<file path="config.mk">
export PLATFORM = sky130hd
export DESIGN_NAME = rs232_rx_deser
export DESIGN_NICKNAME = d
export VERILOG_FILES = /design/src/rtl/rs232_rx_deser.sv
export SDC_FILE = /design/constraint.sdc
export NUM_CORES = 1
export LEC_CHECK = 0
export ABC_AREA = 0
export CAP_MARGIN = 20
export CORE_MARGIN = 10
export CORE_UTILIZATION = 52
export CTS_CLUSTER_DIAMETER = 30
export DETAILED_ROUTE_END_ITERATION = 12
export PLACE_DENSITY = 0.73
export SLEW_MARGIN = 20
export SYNTH_ARGS = -nofsm -noshare
export SYNTH_HDL_FRONTEND = slang
export SYNTH_SLANG_ARGS = --single-unit
</file>
<file path="constraint.sdc">
create_clock -name clk -period 3.2 [get_ports clk]
set_input_delay 0.48 -clock clk [delete_from_list [all_inputs] [get_ports clk]]
set_output_delay 0.48 -clock clk [all_outputs]
set_load 0.005 [all_outputs]
</file>
<file path="src/rtl/rs232_rx_deser.sv">
// ---------------------------------------------------------------------------
// rs232_rx_deser
//
// RS232 receive deserializer. Recovers bytes from the asynchronous rx line and
// hands them, with parity and framing status, to the command decoder.
// Frame: 1 start bit (0), 8 data bits MSB first, 1 parity bit, 1 stop bit (1).
//
// Parameters
//   RS232_RATIO : clk cycles per bit period (minimum 4)
//   PARITY      : expected parity bit = (^data) ^ PARITY (1 = odd, 0 = even)
//
// Ports
//   clk        in   system clock
//   rst        in   synchronous active-high reset
//   rx         in   asynchronous serial input, idles high
//   data_out   out  last received byte, held until the next data_valid
//   data_valid out  single-cycle pulse when a frame completes
//   parity_err out  with data_valid: received parity bit mismatched
//   frame_err  out  with data_valid: stop bit sampled as 0
//   busy       out  high whenever the receiver is not idle (BREAK included)
// ---------------------------------------------------------------------------
module rs232_rx_deser #(
    parameter logic [19:0] RS232_RATIO = 20'd1736,
    parameter logic        PARITY      = 1'b1
) (
    input  logic       clk,
    input  logic       rst,
    input  logic       rx,
    output logic [7:0] data_out,
    output logic       data_valid,
    output logic       parity_err,
    output logic       frame_err,
    output logic       busy
);

    // The first sample lands half a bit after start detection; every later
    // sample lands one full bit after the previous one. The counter restarts
    // from zero at each sample, so the compare value depends on the state.
    localparam logic [19:0] HALF_M1 = (RS232_RATIO >> 1) - 20'd1;
    localparam logic [19:0] FULL_M1 = RS232_RATIO - 20'd1;

    typedef enum logic [2:0] {
        IDLE,
        START,
        DATA,
        PAR,
        STOP,
        BREAK
    } state_t;

    state_t      state_q, state_d;
    logic        sync1_q;
    logic        rx_s_q;
    logic [19:0] cnt_q, cnt_d;
    logic [3:0]  bit_idx_q, bit_idx_d;
    logic [7:0]  shreg_q, shreg_d;
    logic        perr_q, perr_d;
    logic [7:0]  data_out_q, data_out_d;
    logic        valid_q, valid_d;
    logic        parity_err_q, parity_err_d;
    logic        frame_err_q, frame_err_d;
    logic        sample;

    // Synchronizer flops reset to the idle level so reset never looks like a
    // start bit.
    always_ff @(posedge clk) begin
        if (rst) begin
            sync1_q <= 1'b1;
            rx_s_q  <= 1'b1;
        end else begin
            sync1_q <= rx;
            rx_s_q  <= sync1_q;
        end
    end

    assign sample = (state_q == START) ? (cnt_q == HALF_M1) : (cnt_q == FULL_M1);

    always_ff @(posedge clk) begin
        if (rst) begin
            state_q      <= IDLE;
            cnt_q        <= 20'd0;
            bit_idx_q    <= 4'd0;
            shreg_q      <= 8'h00;
            perr_q       <= 1'b0;
            data_out_q   <= 8'h00;
            valid_q      <= 1'b0;
            parity_err_q <= 1'b0;
            frame_err_q  <= 1'b0;
        end else begin
            state_q      <= state_d;
            cnt_q        <= cnt_d;
            bit_idx_q    <= bit_idx_d;
            shreg_q      <= shreg_d;
            perr_q       <= perr_d;
            data_out_q   <= data_out_d;
            valid_q      <= valid_d;
            parity_err_q <= parity_err_d;
            frame_err_q  <= frame_err_d;
        end
    end

    always_comb begin
        state_d      = state_q;
        cnt_d        = cnt_q + 20'd1;
        bit_idx_d    = bit_idx_q;
        shreg_d      = shreg_q;
        perr_d       = perr_q;
        data_out_d   = data_out_q;
        // Status flags are only meaningful alongside the valid pulse.
        valid_d      = 1'b0;
        parity_err_d = 1'b0;
        frame_err_d  = 1'b0;

        case (state_q)
            IDLE: begin
                cnt_d = 20'd0;
                if (!rx_s_q) begin
                    state_d   = START;
                    bit_idx_d = 4'd0;
                end
            end
            START: begin
                if (sample) begin
                    cnt_d = 20'd0;
                    // Line back high at mid start bit: treat as a glitch.
                    state_d = rx_s_q ? IDLE : DATA;
                end
            end
            DATA: begin
                if (sample) begin
                    cnt_d     = 20'd0;
                    shreg_d   = {shreg_q[6:0], rx_s_q};
                    bit_idx_d = bit_idx_q + 4'd1;
                    if (bit_idx_q == 4'd7) begin
                        state_d = PAR;
                    end
                end
            end
            PAR: begin
                if (sample) begin
                    cnt_d   = 20'd0;
                    perr_d  = rx_s_q ^ (^shreg_q) ^ PARITY;
                    state_d = STOP;
                end
            end
            STOP: begin
                if (sample) begin
                    cnt_d        = 20'd0;
                    data_out_d   = shreg_q;
                    valid_d      = 1'b1;
                    parity_err_d = perr_q;
                    frame_err_d  = ~rx_s_q;
                    // Leaving at mid stop bit lets the next start bit be
                    // caught even with zero idle time between frames.
                    state_d      = rx_s_q ? IDLE : BREAK;
                end
            end
            BREAK: begin
                // Line held low after a bad stop bit: wait for idle level
                // before looking for another start bit.
                cnt_d = 20'd0;
                if (rx_s_q) begin
                    state_d = IDLE;
                end
            end
            default: begin
                cnt_d   = 20'd0;
                state_d = IDLE;
            end
        endcase
    end

    assign data_out   = data_out_q;
    assign data_valid = valid_q;
    assign parity_err = parity_err_q;
    assign frame_err  = frame_err_q;
    assign busy       = (state_q != IDLE);

endmodule

</file>
==> metrics.md <==
| Metric | Value |
|---|---|
| Wire length per cell | 13.5 um |
| Run status | finished clean |
| Resize count post-CTS | 0 |
| Die area | 7260 um2 |
| Register area share after synthesis | 44.4% |
| Area leader, netlist | dfxtp_1 |
| GRT overflow | 0 |
| Initial antenna violation count | 0 |
| Max-cap violations | 0 |
| Routed Wire Length | 4080 um |
| Top FF cell, synth | dfxtp_1 |
| Worst hold start | sync1_q |
| Worst Path Max Fanout | 20 |
| Layout cells sized above 1 | 9.96% |
| Distinct cell type count after synthesis | 47 |
| WP data arrival | 2.51 ns |
| # IOs | 15 |
| Fmax | 0.430 GHz |
| Clk Latency, worst-skew pair | 0.31 ns |
| Postcts setup bufs | 0 |
| R2R Setup Slk | 0.87 ns |
| Critical Path RT | 3.39 ns |
| Peak VDD IR | 0.271 mV |
| First-pass GRT wire length | 7430 um |
| Clock buffer count from CTS | 5 |
| Final worst-path cycle share | 72.7% |
| Hold path depth | 1 |
| Post-DR vias/cell | 5.39 |
| RSZ-0062 raised after global routing | false |
| Hold-fix buffers at CTS | 0 |
| Synth top cells by count | dfxtp_1 (49), nor2_1 (45), mux2i_1 (16), xnor2_1 (16), nand3_1 (13) |
| Setup TNS | 0 ns |
| Leak | 0.833 nW |
| Synth Register Bits | 49 |
| H-tree Lvls | 2 |
| ANT cells | 0 |
| Setup crit start kind | flop |
| Tightest Hold Check Type | reg2reg |
| Critical path, cell by cell | ha_1 -> and4b_2 -> nand4_2 -> a21oi_1 -> or2_2 -> nor2_1 |
| Die H | 85.2 um |
| Core Region | 4060 um2 |
| Port bufs | 14 |
| Reg2reg path depth | 6 |
| Root Buffer | clkbuf_8 |
| Rows | 23 |
| Post-synthesis async set-or-reset flop share | 0% |
| HPWL Detailed | 2740 um |
| Area growth, synth to finish | 10.9% |
| Syn Nets | 241 |
| WHS Endpoint | rx_s_q |
| PwrDens | 411 nW/um2 |
| Setup WS post-layout | 0.874 ns |
| First-pass iteration count of the detailed router | 4 |
| R2r startpoint | cnt_q[0] |
| Mapped Area | 2210 um2 |
| Slowest stage delay, CP | 0.45 ns |
| Critical Path Slowest Stage Cell | a21oi_1 |
| CTS Buffer Depth | 2 |
| CTS tree | yes |
| Worst Clk Skew | 0.00732 ns |
| DRC violations left | 0 |
| Cell count after synthesis | 236 |
| Yosys top cell area share | 44.4% |
| Crit Reg-Reg Endpoint | cnt_q[16] |
| Relative slew slack | 57.2% |
| Type of the worst setup path | reg2reg |
| Largest net degree at the start of global routing | 33 |
| Avg Inst Size Synth | 9.37 um2 |
| Routed Antenna Nets | 0 |
| Slew @ Worst Pin | 0.635 ns |
| Synth top area cells | dfxtp_1 (44%), nor2_1 (7.6%), mux2i_1 (7.2%), xnor2_1 (6.3%), xor2_1 (4.0%) |
| Global Route Usage Sum | 12.1% |
| Overall power | 1.01 mW |
| Multi-input logic area | 1140 um2 |
| Placement Setup Slack | 0.911 ns |
| Register area | 981 um2 |
| Tmin final | 2.33 ns |
| Gpl congestion | 0.842 |
| DRT iter0 DRCs | 117 |
| Fillers | 356 |
| Post-synth EDFFs | 0 |
| Nets | 255 |
| Pins Over Slew Limit | 0 |
| Number of global-route vias before repair | 1616 |
| Die span in x | 85.2 um |
| Yosys warns | 0 |
| Worst setup EP type | flop |
| Clock sink count | 49 |
| Routed via count | 1622 |
| Final setup vio count | 0 |
| Cell with the most instances after synthesis | dfxtp_1 |
| Starting Density | 54.5% |
| Worst-path clk slew | 0.09 ns |
| Hold Violations, Final | 0 |
## placed cells by master, fill, tap and decap left out, types with 2 or more instances in the layout
master,Yosys,final
and3_1,3,3
nand2b_1,2,2
nand2_1,9,9
mux2i_1,16,16
o21ai_0,4,4
xnor2_1,16,16
inv_1,7,7
ha_1,2,2
nor4_1,3,3
clkdlybuf4s50_1,0,14
nor2_1,45,45
nand3_1,13,13
nor4_2,2,2
xor2_1,10,10
dfxtp_1,49,49
o311ai_0,2,2
clkinv_4,0,2
a21oi_1,8,8
clkbuf_8,1,5
or3_1,2,2
nor3_1,8,8
or2_2,4,4
## critical path: cells and delay by family, from the launching register on
kind,cells,cell delay (ns)
AO/OA/AOI/OAI,1,0.45
adder cells (fa/ha/maj),1,0.29
flip-flops,1,0.42
AND/OR/NAND/NOR,4,1.05
## routing by layer
| layer | track usage [%] | vias up | part of all wire [%] |
|---|---|---|---|
| li1 | - | 838 | - |
| met1 | 15.9 | 749 | 51 |
| met2 | 17.6 | 29 | 43 |
| met3 | 4.11 | 6 | 4.7 |
| met4 | 5.09 | 0 | 1.5 |
| met5 | 0 | - | 0 |
## cell families after synthesis
family	Yosys count	synth area share [%]
AO/OA/AOI/OAI	23	8.04
adder cells (fa/ha/maj)	2	1.13
XOR/XNOR	26	10.3
AND/OR/NAND/NOR	104	24.4
multiplexers	17	7.75
buffers and inverters	15	3.96
flip-flops	49	44.4
## report_power, final
group          switching, mW  internal [mW]  total, mW  leakage [nW]
clock network          0.209          0.155      0.365        0.0481
registers            0.00312          0.612      0.615         0.395
logic                 0.0161         0.0109     0.0270         0.390
## final cells by class
| class | instances | area share (%) |
|---|---|---|
| multi-input combinational | 172 | 46.6 |
| sequential | 49 | 40.0 |
| timing repair buffer | 15 | 6.02 |
| clock buffer | 5 | 2.81 |
| tap | 50 | 2.55 |
| inverter | 7 | 1.07 |
| clock inverter | 3 | 0.919 |
## how the worst max path moves through the flow
stage / startpoint / to / slack, ns / cells after the start
floorplan: cnt_q[0] / bit_idx_q[1] / 1.09 / 8
global placement: cnt_q[0] / bit_idx_q[1] / 0.99 / 6
detailed placement: cnt_q[0] / bit_idx_q[1] / 0.91 / 6
CTS: cnt_q[0] / bit_idx_q[1] / 0.87 / 6
global route: cnt_q[0] / cnt_q[16] / 0.70 / 6
finish: cnt_q[0] / cnt_q[16] / 0.87 / 6
## per-stage QoR
step                area (um2)  utilization, %  instances  hold slack, ns
floorplan                 2210               -        236           0.389
global placement          2360            58.2        293           0.395
detailed placement        2360            58.2        293           0.402
CTS                       2450            60.4        301           0.422
global route              2450            60.4        301           0.438
finish                    2450            60.4        301           0.417
## registers in the layout (all words and copies together) (netlist names)
name and flops:
bit_idx_q 4, data_valid 1, cnt_q 20, frame_err 1, data_out 8, state_q 3, shreg_q 8, perr_q 1
parity_err 1, sync1_q 1, rx_s_q 1
Note: power is estimated with default switching activity, not from simulation.
==> edit, RTL diff (same flow settings) <==
One comparison of `bit_idx_q` changes from == to >=.
--- a/src/rtl/rs232_rx_deser.sv
+++ b/src/rtl/rs232_rx_deser.sv
@@ -132,5 +132,5 @@
                     shreg_d   = {shreg_q[6:0], rx_s_q};
                     bit_idx_d = bit_idx_q + 4'd1;
-                    if (bit_idx_q == 4'd7) begin
+                    if (bit_idx_q >= 4'd7) begin
                         state_d = PAR;
                     end
Behaviour: no difference found for any inputs over 10 cycles, from zero or initial values and one cycle with rst high; that may be too few to reach the edited logic, so the function may still have changed.
==> edit against the original RTL <==
- fmax is 13% lower
- die area is 1.0% lower
- cell area is 1.1% higher
- routed wire length grew 0.15%
- via count grew 1.0%
- worst setup slack worse by 0.36 ns
- sequential cell count is the same
- clock skew rose by 0.0063 ns
- global-route usage shrank 0.30 points
- area after synthesis decreased by 1.4%
- critical path type unchanged
- critical endpoint is now cnt_q[18]
Power is not compared: it rests on default switching activity, and its combinational part moved more than twofold at a synthesized area within 25%.
==> edit: results (changes against the original RTL) <==
Placed design
  • Port-buffer cells: 14 (unchanged)
  • DP Worst Slack: 0.557 ns (-0.355 ns)
  • Area after detailed placement: 2360 um2 (+0.11%)
  • Placer Congestion: 0.806 (-4.2%)
  • Total half-perimeter wirelength after legalization and detailed placement: 2880 um (+5.0%)
  • Number of placed instances with taps included: 293 (unchanged)

Route
  • Met3 routed wirelength: 220 um (+16%)
  • Number of design-rule violations left by the first detailed-router iteration: 80 (-32%)
  • Routed length on met1: 1840 um (-12%)
  • Top layer reached by signal wires: met4
  • Average vias per placed instance: 5.45 (+1.0%)
  • WL per Instance: 13.6 um (+0.15%)
  • Met2 Wirelength: 1960 um (+13%)
  • Router iterations before antenna repair: 4 (unchanged)

Job
  • MaxCap Viol Count: 0 (unchanged)

Power and ir drop
  • Worst IR Drop VDD: 0.000404 V
  • Design Power: 1190 uW
  • Psw: roughly 300 uW
  • Leakage power total: 0.000833 uW
  • Share of power burned in combinational logic: between 7 and 8%
  • Proportion of power drawn by flip-flops and latches: 53.2%

Logic synthesis
  • Cell variety after synth: 40 (-15%)
  • Register area share after synthesis: 45.0% (+0.61 points)
  • FFs w/ async S/R, synth: 0% (unchanged)
  • Synth warn: 0 (unchanged)
  • Leading post-synthesis cells by instance count: dfxtp_1 (49), nor2_1 (47), mux2i_1 (18), xor2_1 (16), nand3_1 (12)
  • Synth Instances: 235 (-0.42%)
  • Most area-consuming cells after synthesis: dfxtp_1 (45%), mux2i_1 (8.3%), nor2_1 (8.1%), xor2_1 (6.4%), xnor2_1 (4.0%)
  • Main synth FF type: dfxtp_1

Clocking
  • Resize count post-CTS: 0 (unchanged)
  • Clk pin slew, worst setup/hold paths: 0.10 ns
  • Max H-tree Level: 2 (unchanged)
  • Root cell of the clock tree: clkbuf_8
  • Total CTS buffers: 5 (unchanged)
  • Maximum root-to-sink buffer count: 2 (unchanged)
  • Clock Latency Late Sink: 0.31 ns (about the same)
  • Post-CTS setup repair buffer count: 0 (unchanged)

Finish
  • Post-Layout Cell Count: 301 (unchanged)
  • Top register by number of flip-flops: cnt_q
  • Number of filler cells placed in the layout: 358 (+0.56%)
  • Ratio of cells with drive above 1 in the final layout: 7.97% (-2.0 points)
  • Antenna diode count: 0 (unchanged)
  • Max reg flops: 20 (unchanged)
  • Count of nets after finishing: 255 (unchanged)

GRT
  • Vias in the first global route: 1583 (-2.0%)
  • Largest net degree at the start of global routing: 31 (-6.1%)
  • Met3 track demand over resource in global routing: 4.73% (+0.62 points)
  • GR met2 Demand/Resource: 18.7% (+1.2 points)
  • Global router's overall resource usage: 11.8% (-0.30 points)
  • Wire length of the first global-routing pass: 7140 um (-3.9%)
  • Met1 routing resource usage after global routing: 13.8% (-2.1 points)
  • Initial antenna violation count: 0 (unchanged)

Setup path
  • Endpoint arrival time on the critical path: 2.86 ns (+0.35 ns)
  • Biggest fanout along the worst timing path: 20 (unchanged)

Run status
  • Outcome: complete, no violations

Timing
  • Worst-case headroom to the max-slew limit: 43.6% (-14 points)
  • Clock tree skew after final layout: 0.0137 ns (+0.00633 ns)

Min path
  • Hold crit path type: reg2reg
[edit: worst max-delay path: stages, from the launching register on]
cell	delay, ns
dfxtp_1	0.40
ha_1	0.25
nor4b_1	0.33
nand4_2	0.30
a21oi_1	0.50
or3_1	0.63
nor2_1	0.13
[edit: cell type report]
type	instances	area, um2	share of cell area [%]
well taps	50	62.6	2.52
inverters	7	26.3	1.06
repair buffers	15	148	5.96
multi-input cells	172	1140	46.2
clock inverters	3	47.5	1.92
flip-flops and latches	49	981	39.6
clock buffers	5	68.8	2.78
[edit: kinds of logic after synthesis]
logic type / share of synthesized area [%]
compound gates: 6.02
xor+xnor: 10.4
simple gates: 26.1
mux: 8.78
buf+inv: 2.52
fa+ha+maj: 1.15
flops: 45.0
[edit: path summary, 6_finish.rpt]
kind	from	to	slack (ns)	depth (start not counted)
min reg2reg	sync1_q	rx_s_q	0.42	1
min	sync1_q	rx_s_q	0.42	1
max reg2reg	cnt_q[0]	cnt_q[18]	0.52	6
max	cnt_q[0]	cnt_q[18]	0.52	6
